[src/rtl/rx_buf_alloc.sv]
// ---------------------------------------------------------------------------
// rx_buf_alloc
//   Circular allocator for the receive data RAM. Grants dword-aligned,
//   contiguous regions to the frame writer and reclaims them in allocation
//   order as descriptors retire. When a request does not fit in the space
//   left before the end of the RAM, but does fit at the bottom, the unusable
//   tail is booked as "skip" bytes. Those bytes are held until the release
//   pointer reaches them.
//
// Ports
//   clk, rst         clock, asynchronous active-high reset
//   alloc_req_*      allocation request (len in bytes, valid/ready)
//   alloc_addr/len   granted byte address / rounded length
//   alloc_err        request larger than the whole RAM, never grantable
//   alloc_valid/ready grant handshake
//   free_len/valid/ready release of the oldest outstanding buffer
//   bytes_used       allocated bytes plus held skip bytes
//   free_err         sticky: a release exceeded the outstanding allocation
// ---------------------------------------------------------------------------
module rx_buf_alloc #(
    parameter int RAM_BYTES = 32768,
    parameter int ADDR_BITS = 16,
    parameter int LEN_BITS  = 16
) (
    input  logic                 clk,
    input  logic                 rst,
    input  logic [LEN_BITS-1:0]  alloc_req_len,
    input  logic                 alloc_req_valid,
    output logic                 alloc_req_ready,
    output logic [ADDR_BITS-1:0] alloc_addr,
    output logic [LEN_BITS-1:0]  alloc_len,
    output logic                 alloc_err,
    output logic                 alloc_valid,
    input  logic                 alloc_ready,
    input  logic [LEN_BITS-1:0]  free_len,
    input  logic                 free_valid,
    output logic                 free_ready,
    output logic [ADDR_BITS:0]   bytes_used,
    output logic                 free_err
);

    // Common compare width, wide enough for lengths, sizes and sums.
    localparam int CW = ((LEN_BITS > ADDR_BITS) ? LEN_BITS : ADDR_BITS) + 2;
    localparam logic [CW-1:0]        RAM_C    = CW'(RAM_BYTES);
    localparam logic [ADDR_BITS-1:0] PTR_MASK = ADDR_BITS'(RAM_BYTES - 1);

    typedef enum logic [1:0] {S_IDLE, S_WAIT, S_GRANT} state_t;

    state_t               state_q, state_d;
    logic [ADDR_BITS-1:0] head_q, head_d;
    logic [ADDR_BITS-1:0] tail_q, tail_d;
    logic [ADDR_BITS:0]   used_q, used_d;
    logic [ADDR_BITS-1:0] skip_q, skip_d;
    logic                 wrap_q, wrap_d;
    logic [LEN_BITS:0]    rlen_q, rlen_d;
    logic [ADDR_BITS-1:0] addr_q, addr_d;
    logic [LEN_BITS-1:0]  len_q, len_d;
    logic                 err_q, err_d;
    logic                 ferr_q, ferr_d;

    logic [CW-1:0]        rlen_c, free_c, head_c, tail_c, used_c, skip_c;
    logic [CW-1:0]        avail_c, rel_used, grant_used;
    logic [ADDR_BITS-1:0] tail_adv, grant_addr;
    logic                 take_free, do_grant, room_ok;

    function automatic logic [LEN_BITS:0] round4(input logic [LEN_BITS-1:0] l);
        logic [LEN_BITS:0] r;
        r      = {1'b0, l} + (LEN_BITS+1)'(3);
        r[1:0] = 2'b00;
        return r;
    endfunction

    assign alloc_req_ready = (state_q == S_IDLE) && !free_valid;
    assign free_ready      = (state_q == S_IDLE) || (state_q == S_WAIT);
    assign take_free       = free_valid && free_ready;
    assign alloc_valid     = (state_q == S_GRANT);
    assign alloc_addr      = addr_q;
    assign alloc_len       = len_q;
    assign alloc_err       = err_q;
    assign bytes_used      = used_q;
    assign free_err        = ferr_q;

    always_comb begin
        state_d    = state_q;
        head_d     = head_q;
        tail_d     = tail_q;
        used_d     = used_q;
        skip_d     = skip_q;
        wrap_d     = wrap_q;
        rlen_d     = rlen_q;
        addr_d     = addr_q;
        len_d      = len_q;
        err_d      = err_q;
        ferr_d     = ferr_q;
        do_grant   = 1'b0;
        grant_addr = '0;

        rlen_c     = CW'(rlen_q);
        free_c     = CW'(round4(free_len));
        head_c     = CW'(head_q);
        tail_c     = CW'(tail_q);
        used_c     = CW'(used_q);
        skip_c     = CW'(skip_q);
        // Skip bytes are not releasable by descriptors; exclude them.
        avail_c    = used_c - (wrap_q ? skip_c : '0);
        tail_adv   = ADDR_BITS'(tail_c + free_c) & PTR_MASK;
        rel_used   = used_c - free_c;
        grant_used = used_c + rlen_c;
        // Total free space; this also stops a full ring with head==tail
        // from looking empty to the head>=tail rules below.
        room_ok    = (rlen_c <= RAM_C - used_c);

        case (state_q)
            S_IDLE: begin
                if (!free_valid && alloc_req_valid) begin
                    rlen_d  = round4(alloc_req_len);
                    state_d = S_WAIT;
                end
            end
            S_WAIT: begin
                if (!free_valid) begin
                    if (rlen_c > RAM_C) begin
                        err_d   = 1'b1;
                        state_d = S_GRANT;
                    end else if (!room_ok) begin
                        state_d = S_WAIT;
                    end else if (used_q == '0) begin
                        // Empty ring: rebase so the largest contiguous
                        // region is available.
                        do_grant = 1'b1;
                        tail_d   = '0;
                    end else if (head_q >= tail_q && rlen_c <= RAM_C - head_c) begin
                        do_grant   = 1'b1;
                        grant_addr = head_q;
                    end else if (head_q >= tail_q && rlen_c <= tail_c) begin
                        // Wrap: book the tail end of the RAM as skip bytes.
                        do_grant   = 1'b1;
                        skip_d     = ADDR_BITS'(RAM_C - head_c);
                        wrap_d     = 1'b1;
                        grant_used = used_c + rlen_c + (RAM_C - head_c);
                    end else if (head_q < tail_q && rlen_c <= tail_c - head_c) begin
                        do_grant   = 1'b1;
                        grant_addr = head_q;
                    end
                end
            end
            S_GRANT: begin
                if (alloc_ready) begin
                    state_d = S_IDLE;
                    err_d   = 1'b0;
                end
            end
            default: state_d = S_IDLE;
        endcase

        if (do_grant) begin
            addr_d  = grant_addr;
            len_d   = LEN_BITS'(rlen_q);
            head_d  = ADDR_BITS'(CW'(grant_addr) + rlen_c) & PTR_MASK;
            used_d  = (ADDR_BITS+1)'(grant_used);
            state_d = S_GRANT;
        end

        if (take_free) begin
            if (free_c > avail_c) begin
                ferr_d = 1'b1;
            end else begin
                tail_d = tail_adv;
                // Tail reached the skipped region: drop it and jump to 0.
                if (wrap_q && CW'(tail_adv) == RAM_C - skip_c) begin
                    tail_d   = '0;
                    rel_used = rel_used - skip_c;
                    wrap_d   = 1'b0;
                end
                used_d = (ADDR_BITS+1)'(rel_used);
            end
        end
    end

    always_ff @(posedge clk or posedge rst) begin
        if (rst) begin
            state_q <= S_IDLE;
            head_q  <= '0;
            tail_q  <= '0;
            used_q  <= '0;
            skip_q  <= '0;
            wrap_q  <= 1'b0;
            rlen_q  <= '0;
            addr_q  <= '0;
            len_q   <= '0;
            err_q   <= 1'b0;
            ferr_q  <= 1'b0;
        end else begin
            state_q <= state_d;
            head_q  <= head_d;
            tail_q  <= tail_d;
            used_q  <= used_d;
            skip_q  <= skip_d;
            wrap_q  <= wrap_d;
            rlen_q  <= rlen_d;
            addr_q  <= addr_d;
            len_q   <= len_d;
            err_q   <= err_d;
            ferr_q  <= ferr_d;
        end
    end

endmodule

[config.mk]
export PLATFORM = sky130hd
export DESIGN_NAME = rx_buf_alloc
export DESIGN_NICKNAME = d
export VERILOG_FILES = /design/src/rtl/rx_buf_alloc.sv
export SDC_FILE = /design/constraint.sdc
export NUM_CORES = 1
export LEC_CHECK = 0
export ABC_CLOCK_PERIOD_IN_PS = 6550
export CORE_MARGIN = 3
export CORE_UTILIZATION = 55
export DETAILED_ROUTE_END_ITERATION = 12
export GPL_ROUTABILITY_DRIVEN = 0
export HOLD_SLACK_MARGIN = 0.12
export PLACE_DENSITY_LB_ADDON = 0.05
export SYNTH_ARGS = -nofsm -noshare
export SYNTH_HDL_FRONTEND = slang
export SYNTH_SLANG_ARGS = --single-unit
[constraint.sdc]
create_clock -name clk -period 6.55 [get_ports clk]
set_input_delay 0.655 -clock clk [delete_from_list [all_inputs] [get_ports clk]]
set_output_delay 0.655 -clock clk [all_outputs]
set_load 0.02 [all_outputs]
==> results.cfg <==
[sta]
slew_headroom = 0.383
setup_violations = 0
hold_violations = 0
worst_pin_slew_ns = 0.913
maxSlewViolCount = 0
fin_skew_ns = 0.00870
max_freq_mhz = 160
min_period_ns = 6.26
post-route-period-util = 0.956
hold_ws_ns = 0.482

[floorplan]
rows = 54
die_w_um = 157
fp.coreArea_um2 = 22100
dieHeight_um = 157
io_pins = 91
start_util = 0.568
die-area_um2 = 24700

[drt]
dr_total_vias = 11800
drtIter0Drc = 1103
detail_route.wl_per_cell_um = 20.1
drt_wl_total_mm = 38.5
ant_nets = 0
route.detailed.drc = 0
dr.pass1.iters = 5
vias_per_cell = 6.16

[critical_path]
cp_cell_sequence = or4_4 > or4b_4 > or3_4 > or3_4 > xor2_1 > ha_1 > nand3_2 > nor4_4 > o311ai_1 > a31oi_1 > a21oi_2 > and3_4 > and2_1 > ha_1 > fa_2 > a21oi_1 > o21bai_1 > a21o_1 > a21o_1 > a21oi_2 > o21ai_1 > o41ai_2 > xor2_1 > o221ai_1
r2r-start = bytes_used[3]
crit_path_end_kind = flip-flop
path_class = reg -> reg
cp_slowest_cell = or4_4
arrival_ns = 6.48
crit_fanout = 9
rrSetupSlack_ns = 0.29
startpoint = bytes_used[3]
r2r_end = head_q[14]
crit_required_ns = 6.77
crit_path_start_kind = flip-flop
ff2ff_path_depth = 24
max_stage_delay_ns = 0.52

[clock_tree]
ctsHoldBuffers = 0
cts_buffer_depth = 2
clkSinkCount = 107
cts-buffers-inserted = 9
cts_tree = yes
clk_pin_slew_ns = 0.08
root_buffer = clkbuf_16
clk_latency_ns = 0.36
h-tree-depth = 3

[logic_synthesis]
synthesis.area_um2 = 12500
netlist_instances = 1513
yosys.area.top_type = dfrtp_1
synthTopCellsByArea = dfrtp_1, ha_1, xnor2_1, nand2_1, o21ai_0
async_reset_ff_frac = 1.00
synth_area_per_cell_um2 = 8.29
ys_ff_latch = 107
yosysTopAreaCellShare = 0.213
synth_cell_types = 79
synth-edff-count = 0
synth-seq-area-share = 0.213
ys.flop_type = dfrtp_1
yosys_warnings = 0

[layout]
final_common_cell = ha_1
drive_gt1_frac = 0.0778
final_cells = 1913
antennaDiodeCount = 0
fin_area_um2 = 14300
nets = 1855
most-common-layout-cells = ha_1, nand2_1, inv_1, dfrtp_1, xnor2_1
areaGrowthSynthToFinish_pct = 14.1

[placed_design]
placed_cells = 1897
portBuffers = 85
place_area_um2 = 13900
hpwlAfterDp_mm = 30.5

[global_routing]
antenna_found_initial = 0
globalRouteOverflowTotal = 0
grt_pass1_vias = 11000
grtUsageTotal = 0.312
grt_pass1_wl_mm = 60.2
grt_max_degree = 72

[worst_hold_path]
whs_path_depth = 1
hp-class = reg -> reg
hold_start = alloc_addr[8]
min_to = alloc_addr[8]

[flow_run]
drv_cap = 0

[outcome]
status = completed
cell type report:
type | count | area, µm²
inverter | 107 | 404
multi-input combinational | 1266 | 9340
clock inverter | 7 | 77.6
sequential | 107 | 2680
timing repair buffer | 137 | 1240
clock buffer | 9 | 225
fill | 1930 | 7780
tap | 280 | 350
worst max-delay path, delay by kind of cell (launching register included):
kind / cells / cell delay [ns]
flops: 1 / 0.41
fa+ha+maj: 3 / 0.90
compound gates: 11 / 1.87
simple gates: 8 / 2.56
xor+xnor: 2 / 0.37
registers in the layout, indices dropped and copies added, names as in the netlist:
| signal | count |
|---|---|
| alloc_err | 1 |
| state_q | 2 |
| head_q | 13 |
| skip_q | 14 |
| tail_q | 16 |
| free_err | 1 |
| wrap_q | 1 |
| alloc_len | 14 |
| rlen_q | 15 |
| bytes_used | 17 |
| alloc_addr | 13 |
Yosys cell counts (16+ instances only):
| cell | number |
|---|---|
| o21a_1 | 21 |
| inv_1 | 107 |
| and2_1 | 19 |
| clkbuf_1 | 17 |
| nor2_1 | 90 |
| xnor2_1 | 95 |
| o21ai_0 | 94 |
| o211ai_1 | 26 |
| nor3_1 | 37 |
| mux2i_1 | 24 |
| nand3_1 | 43 |
| nand2_1 | 145 |
| ha_1 | 185 |
| dfrtp_1 | 107 |
| a21o_1 | 40 |
| and3_1 | 16 |
| nor4_1 | 21 |
| a21oi_1 | 85 |
| nand4_1 | 25 |
| xor2_1 | 50 |
per-stage QoR:
step	setup slack (ns)	setup TNS [ns]	utilization
after floorplan	0.0269	0	-
after global placement	0.0806	0	0.631
after detailed placement	-0.0102	-0.0102	0.631
after CTS	0.0559	0	0.645
after global routing	-0.0478	-0.0503	0.648
final	0.286	0	0.648
how the worst max path moves through the flow:
| stage | endpoint | cells past startpoint |
|---|---|---|
| 5_1_grt | head_q[14] | 24 |
| 3_3_place_gp | head_q[14] | 24 |
| 4_1_cts | head_q[14] | 24 |
| 2_1_floorplan | head_q[14] | 25 |
| 3_5_place_dp | head_q[14] | 24 |
| 6_report | head_q[14] | 24 |
kinds of logic after synthesis:
family | count (synthesis) | share of synthesized area
other | 2 | 0.000599
AND/OR/NAND/NOR | 481 | 0.193
buffers and inverters | 145 | 0.0490
flip-flops | 107 | 0.213
XOR/XNOR | 151 | 0.112
multiplexers | 39 | 0.0326
AO/OA/AOI/OAI | 398 | 0.206
adder cells (fa/ha/maj) | 190 | 0.193
layer usage:
layer  GRT usage  routed length (µm)  up-vias
li1            -                   -     5725
met2       0.507               17700      381
met5           0                   0        -
met3      0.0443                2740       44
met1       0.441               17400     5629
met4      0.0702                 663        0
timing repair:
| item | in CTS | in global routing |
|---|---|---|
| setup endpoints to repair | 1 | 4 |
| pin swaps | 3 | 5 |
| setup buffers | 0 | 0 |
| resized for setup | 3 | 13 |
Power is not shown: default switching activity piles up to over one toggle a cycle in this logic, so the estimate is an artifact.
